`src/rtl/xgmii_40g_tx_framer.sv`:
```
// Purpose : turns 256-bit MAC client beats into 4-lane 40G XGMII columns with
//           start / data / terminate / idle / error lane typing, IPG
//           enforcement and underrun abort.
// Latency : 1 cycle from beat acceptance to the column on the outputs.
// Backpressure: everything (state, outputs, counters) holds while pcs_ready_i=0;
//           s_ready_o is also low in TERM_PEND and IPG.
// Ports   : clk/nreset; client stream s_valid_i/s_ready_o/s_data_i/s_keep_i/
//           s_last_i; pcs_ready_i; registered column ctrl_v_o, idle_v_o,
//           start_v_o, term_v_o, err_v_o, data_o, keep_o.
// Option  : XGMII_TX_STATS_EN adds frame_cnt_o / abort_cnt_o (16-bit, saturating).
module xgmii_40g_tx_framer #(
   parameter int LANE_N    = 4,
   parameter int DATA_W    = 64,
   parameter int KEEP_W    = DATA_W/8,
   parameter int IPG_BYTES = 12
) (
   input  logic                       clk,
   input  logic                       nreset,
   input  logic                       s_valid_i,
   output logic                       s_ready_o,
   input  logic [LANE_N*DATA_W-1:0]   s_data_i,
   input  logic [LANE_N*KEEP_W-1:0]   s_keep_i,
   input  logic                       s_last_i,
   input  logic                       pcs_ready_i,
   output logic [LANE_N-1:0]          ctrl_v_o,
   output logic [LANE_N-1:0]          idle_v_o,
   output logic [LANE_N-1:0]          start_v_o,
   output logic [LANE_N-1:0]          term_v_o,
   output logic [LANE_N-1:0]          err_v_o,
   output logic [LANE_N*DATA_W-1:0]   data_o,
   output logic [LANE_N*KEEP_W-1:0]   keep_o
`ifdef XGMII_TX_STATS_EN
   ,
   output logic [15:0]                frame_cnt_o,
   output logic [15:0]                abort_cnt_o
`endif
);

   localparam int BEAT_BYTES = LANE_N*KEEP_W;
   localparam int CNT_W      = $clog2(BEAT_BYTES+1);

   localparam logic [2:0] ST_IDLE      = 3'd0;
   localparam logic [2:0] ST_DATA      = 3'd1;
   localparam logic [2:0] ST_TERM_PEND = 3'd2;
   localparam logic [2:0] ST_IPG       = 3'd3;
   localparam logic [2:0] ST_ABORT     = 3'd4;

   logic [2:0]                 r_state;
   logic [LANE_N-1:0]          r_ctrl, r_idle, r_start, r_term, r_err;
   logic [LANE_N*DATA_W-1:0]   r_data;
   logic [LANE_N*KEEP_W-1:0]   r_keep;

   logic [2:0]                 w_state_nxt;
   logic [LANE_N-1:0]          w_ctrl_nxt, w_idle_nxt, w_start_nxt, w_term_nxt, w_err_nxt;
   logic [LANE_N*DATA_W-1:0]   w_data_nxt;
   logic [LANE_N*KEEP_W-1:0]   w_keep_nxt;
   logic                       w_accept;
   logic                       w_term_evt;
   logic                       w_err_evt;
   logic [CNT_W-1:0]           w_nbytes;
   int                         w_nb;

   // nreset gates ready so no beat is taken while reset is held.
   assign s_ready_o = pcs_ready_i & nreset &
                      ((r_state == ST_IDLE) | (r_state == ST_DATA) | (r_state == ST_ABORT));
   assign w_accept  = s_valid_i & s_ready_o;
   assign w_nbytes  = CNT_W'($countones(s_keep_i));
   assign w_nb      = int'(w_nbytes);

   always_comb begin
      // Default column: all idle.
      w_state_nxt = r_state;
      w_ctrl_nxt  = '1;
      w_idle_nxt  = '1;
      w_start_nxt = '0;
      w_term_nxt  = '0;
      w_err_nxt   = '0;
      w_data_nxt  = '0;
      w_keep_nxt  = '0;
      w_term_evt  = 1'b0;
      w_err_evt   = 1'b0;
      case (r_state)
         ST_IDLE: begin
            if (w_accept) begin
               if (s_last_i) begin
                  // A one-beat frame cannot carry start and terminate: reject it.
                  w_idle_nxt = '0;
                  w_err_nxt  = '1;
                  w_err_evt  = 1'b1;
               end else begin
                  w_ctrl_nxt     = '0;
                  w_idle_nxt     = '0;
                  w_ctrl_nxt[0]  = 1'b1;
                  w_start_nxt[0] = 1'b1;
                  w_data_nxt     = s_data_i;
                  w_keep_nxt     = '1;
                  w_state_nxt    = ST_DATA;
               end
            end
         end
         ST_DATA: begin
            if (!s_valid_i) begin
               w_idle_nxt  = '0;
               w_err_nxt   = '1;
               w_err_evt   = 1'b1;
               w_state_nxt = ST_ABORT;
            end else if (!s_last_i || (w_nb == BEAT_BYTES)) begin
               w_ctrl_nxt = '0;
               w_idle_nxt = '0;
               w_data_nxt = s_data_i;
               w_keep_nxt = '1;
               if (s_last_i) begin
                  w_state_nxt = ST_TERM_PEND;
               end
            end else begin
               // Keep is low-justified, so the terminate lane's own keep slice
               // already holds the (nbytes mod KEEP_W) low bits.
               for (int i = 0; i < LANE_N; i++) begin
                  if ((i+1)*KEEP_W <= w_nb) begin
                     w_ctrl_nxt[i] = 1'b0;
                     w_idle_nxt[i] = 1'b0;
                     w_data_nxt[i*DATA_W +: DATA_W] = s_data_i[i*DATA_W +: DATA_W];
                     w_keep_nxt[i*KEEP_W +: KEEP_W] = '1;
                  end else if (i*KEEP_W <= w_nb) begin
                     w_idle_nxt[i] = 1'b0;
                     w_term_nxt[i] = 1'b1;
                     w_data_nxt[i*DATA_W +: DATA_W] = s_data_i[i*DATA_W +: DATA_W];
                     w_keep_nxt[i*KEEP_W +: KEEP_W] = s_keep_i[i*KEEP_W +: KEEP_W];
                  end
               end
               w_term_evt  = 1'b1;
               w_state_nxt = ((BEAT_BYTES - w_nb) < IPG_BYTES) ? ST_IPG : ST_IDLE;
            end
         end
         ST_TERM_PEND: begin
            w_idle_nxt[0] = 1'b0;
            w_term_nxt[0] = 1'b1;
            w_term_evt    = 1'b1;
            w_state_nxt   = ST_IDLE;
         end
         ST_IPG: begin
            w_state_nxt = ST_IDLE;
         end
         ST_ABORT: begin
            if (w_accept && s_last_i) begin
               w_state_nxt = ST_IDLE;
            end
         end
         default: begin
            w_state_nxt = ST_IDLE;
         end
      endcase
   end

   always_ff @(posedge clk or negedge nreset) begin
      if (!nreset) begin
         r_state <= ST_IDLE;
         r_ctrl  <= '1;
         r_idle  <= '1;
         r_start <= '0;
         r_term  <= '0;
         r_err   <= '0;
         r_data  <= '0;
         r_keep  <= '0;
      end else if (pcs_ready_i) begin
         r_state <= w_state_nxt;
         r_ctrl  <= w_ctrl_nxt;
         r_idle  <= w_idle_nxt;
         r_start <= w_start_nxt;
         r_term  <= w_term_nxt;
         r_err   <= w_err_nxt;
         r_data  <= w_data_nxt;
         r_keep  <= w_keep_nxt;
      end
   end

   assign ctrl_v_o  = r_ctrl;
   assign idle_v_o  = r_idle;
   assign start_v_o = r_start;
   assign term_v_o  = r_term;
   assign err_v_o   = r_err;
   assign data_o    = r_data;
   assign keep_o    = r_keep;

`ifdef XGMII_TX_STATS_EN
   logic [15:0] r_frame_cnt;
   logic [15:0] r_abort_cnt;

   always_ff @(posedge clk or negedge nreset) begin
      if (!nreset) begin
         r_frame_cnt <= '0;
         r_abort_cnt <= '0;
      end else if (pcs_ready_i) begin
         if (w_term_evt && (r_frame_cnt != 16'hFFFF)) begin
            r_frame_cnt <= r_frame_cnt + 16'd1;
         end
         if (w_err_evt && (r_abort_cnt != 16'hFFFF)) begin
            r_abort_cnt <= r_abort_cnt + 16'd1;
         end
      end
   end

   assign frame_cnt_o = r_frame_cnt;
   assign abort_cnt_o = r_abort_cnt;
`endif

endmodule

```
`config.mk`:
```
export PLATFORM = sky130hd
export DESIGN_NAME = xgmii_40g_tx_framer
export DESIGN_NICKNAME = d
export VERILOG_FILES = /design/src/rtl/xgmii_40g_tx_framer.sv
export SDC_FILE = /design/constraint.sdc
export NUM_CORES = 1
export LEC_CHECK = 0
export BUFFER_PORTS_ARGS = -buffer_cell sky130_fd_sc_hd__buf_4
export CAP_MARGIN = 5
export CELL_PAD_IN_SITES_DETAIL_PLACEMENT = 0
export CELL_PAD_IN_SITES_GLOBAL_PLACEMENT = 2
export CORE_AREA = 2 2 235 237
export CTS_CLUSTER_DIAMETER = 120
export DETAILED_ROUTE_END_ITERATION = 16
export DIE_AREA = 0 0 237 239
export HOLD_SLACK_MARGIN = 0.1
export PLACE_DENSITY = 0.77
export SYNTH_ARGS = -nofsm -noshare
export SYNTH_HDL_FRONTEND = slang
export SYNTH_SLANG_ARGS = --single-unit
```
`constraint.sdc`:
```
create_clock -name clk -period 2.1 [get_ports clk]
set_clock_uncertainty 0.2 [all_clocks]
set_input_delay 0.63 -clock clk [delete_from_list [all_inputs] [get_ports clk]]
set_output_delay 0.63 -clock clk [all_outputs]
set_load 0.02 [all_outputs]
```
==> metrics.cfg <==
[critical_path]
crit_fanout = 25
reg2reg_depth = 7
path_class = in2reg
end_kind = register
cp.arrival_ns = 5.60
worstPathRequired_ns = 2.32
startpoint_type = primary input

[cts]
cts.clk_slew.worst_paths_ns = 0.06
insertion_delay_ns = 0.55
cts.sinks = 305
tritoncts = yes
clk_root_buffer_cell = clkbuf_16
htreeDepth = 2
numCtsBuffers = 37
cts_buffer_depth = 3

[hold_path]
holdPathStages = 2
min_path_type = in2reg

[run_status]
status = complete, but fails checks
violations = negative setup slack

[global_route]
grt_pass1_wl_microns = 72290
grt_util_all_layers_pct = 16.34
grt_overflow = 0
grt_max_degree = 125
antenna_found_initial = 0
grt_pass1_vias = 12000

[drt]
wirelength_microns = 48530
drc = 0
final_antenna_net_count = 0
wl_per_cell_microns = 19.03
vias = 11480
drt_iter0_drc = 448
avgViaCountPerCell = 4.501
drt_pass1_iterations = 4

[sta]
rsz0062_at_grt = true
fin_crit_ns = 5.385
relSlewSlack_pct = 56.75
layout_worst_path_cycle_share_pct = 256.4
worst_pin_slew_ns = 0.6487
setup_ws_ns = -3.285
setup_violations = 302
max_freq_ghz = 0.1857
final-max-slew-violation-count = 0
finalHoldViolations = 0

[floorplan]
num_rows = 86
die_h_microns = 239
ios = 602
dieArea_sq_um = 56640
core_area_sq_um = 54340
initial_core_util_pct = 22.88
die_x_microns = 237

[logic_synthesis]
synth_top_area_share_pct = 59.79
yosys.area.top_type = dfrtp_1
synthDistinctLibCells = 49
synth-edff-count = 0
syn_area_per_cell_sq_um = 13.27
synth_seq_cells = 305
yosysWarnings = 0
synthesis.area_sq_um = 12430
seq_area_frac_synth_pct = 61.48
postSynthCellCount = 937
ys.flop_type = dfrtp_1
async_flop_share_pct = 100.0
netlist_top_cells_area = dfrtp_1, a22o_1, o2bb2ai_1, fa_1, nand2_1

[cells_and_area]
fin_cells = 2550
insertedDiodeCount = 0
syn_to_final_growth_pct = 78.11
fin_nets = 2145
utilization_pct = 40.74
drive_gt1_share_pct = 44.15

[power_and_ir_drop]
p_leak_nw = 11.01
p_total_w = 0.03302
ir_drop_v = 0.001472
powerDensity_nw_per_um2 = 1492

[placement]
place.gp.congestion = 0.7976
place_inst = 2256
detailedPlace.worstSlack_ns = -4.012
dpl.hpwl_microns = 34420
io_buffer_count = 598

[run]
drv_cap = 0

==> worst max-delay path: stages <==
cell and delay, ns:
buf_6 0.07, inv_2 0.03, fa_1 0.60, fa_1 0.46, fa_1 0.54, fa_1 0.45
fa_1 0.52, fa_1 0.42, inv_1 0.07, ha_2 0.19, inv_2 0.04, fa_2 0.35
nand2b_4 0.16, a21oi_4 0.19, xnor2_4 0.18, a31oi_4 0.14, buf_12 0.17, buf_12 0.16
a22o_1 0.20
==> final timing paths <==
kind,start,to,slack (ns)
max,s_keep_i[3],data_o[105]$_DFFE_PN0P_,-3.28
min,s_keep_i[6],keep_o[6]$_DFFE_PN0P_,0.13
max reg2reg,r_state[0]$_DFFE_PN0P_,data_o[232]$_DFFE_PN0P_,-0.18
min reg2reg,data_o[236]$_DFFE_PN0P_,data_o[236]$_DFFE_PN0P_,0.28
max in group asynchronous,nreset,keep_o[8]$_DFFE_PN0P_,0.14
min in group asynchronous,nreset,r_state[0]$_DFFE_PN0P_,0.62
==> per-stage QoR <==
step	cell area, sq um	TNS, ns	hold slack, ns
after floorplan	12580	-818.38	0.1344
after CTS	21950	-767.30	0.1008
after global placement	18410	-928.52	0.2722
after global routing	22140	-802.06	0.1035
after detailed placement	18410	-949.36	0.2744
final	22140	-766.69	0.1312
==> layer usage <==
layer / GRT usage (%) / vias to the layer above / part of all wire [%]
met4: 5.581 / 0 / 2.9
li1: - / 5227 / -
met2: 27.77 / 412 / 50
met5: 0 / - / 0
met3: 3.764 / 85 / 6.3
met1: 20.43 / 5753 / 41
==> cells by family (layout without fill, tap and decap cells) <==
| group | after synthesis | count (layout) | share of synthesized area (%) |
|---|---|---|---|
| DFF | 305 | 305 | 61.48 |
| adders and majority gates | 31 | 31 | 4.570 |
| AOI/OAI and AO/OA | 345 | 345 | 23.73 |
| xor gates and xnor gates | 3 | 3 | 0.2114 |
| buffers and inverters | 138 | 1045 | 5.888 |
| other | 1 | 3 | 0.03017 |
| and+or+nand+nor | 114 | 114 | 4.087 |
==> final cells by class <==
cell class	count	area [sq um]
inverter	51	198.9
timing repair buffer	930	7950
clock inverter	11	112.6
clock buffer	53	1099
multi-input combinational	496	4257
tap	704	880.8
sequential	305	7642
fill	5105	32200
==> registers in the layout (all words and copies together) (netlist names) <==
name       cells
term_v_o       4
start_v_o      1
data_o       256
r_state        3
idle_v_o       4
keep_o        32
ctrl_v_o       4
err_v_o        1
==> timing repair <==
| action | in CTS | in global routing |
|---|---|---|
| setup endpoints to repair | 308 | 309 |
| pin swaps | 17 | 13 |
| resized for setup | 13 | 19 |
| hold buffers | 220 | 0 |
| setup buffers | 5 | 0 |
| endpoints found under the hold margin | 238 | 0 |
| cloned | 1 | 4 |
==> power breakdown <==
group / internal [W] / switching [W]
combinational: 0.00855 / 0.00950
clock: 0.00388 / 0.00256
sequential: 0.00751 / 0.00102
total: 0.0199 / 0.0131
==> synth_stat cells, types with 2 or more instances <==
library cell,number
a211oi_1,4
a21oi_1,13
a221o_1,16
a22o_1,206
a31oi_1,3
buf_1,4
buf_2,12
buf_4,7
buf_6,23
clkbuf_1,41
dfrtp_1,297
dfstp_2,8
fa_1,24
ha_1,7
inv_1,50
nand2_1,72
nand2b_1,2
nand3_1,4
nand4_1,2
nor2_1,22
nor3_2,2
o211ai_1,12
o21ai_0,10
o2bb2ai_1,67
o32ai_1,2
or3_1,2
xnor2_1,3
==> cells in the final DEF, fill, tap and decap left out, types with 5 or more instances in the layout <==
cell type,synthesis,layout
buf_4,7,673
dfrtp_1,297,297
dlygate4sd3_1,0,220
a22o_1,206,206
nand2_1,72,72
o2bb2ai_1,67,60
inv_1,50,46
clkbuf_16,0,43
nor2_1,22,22
fa_1,24,22
buf_12,0,21
a221o_1,16,16
o211ai_1,12,12
a21oi_1,13,10
dfstp_2,8,8
buf_6,23,8
o2bb2ai_2,0,7
clkbuf_1,41,7
clkbuf_8,0,7
clkinv_2,0,7
o21ai_0,10,5
ha_1,7,5
Power figures use the tool's default switching activity.
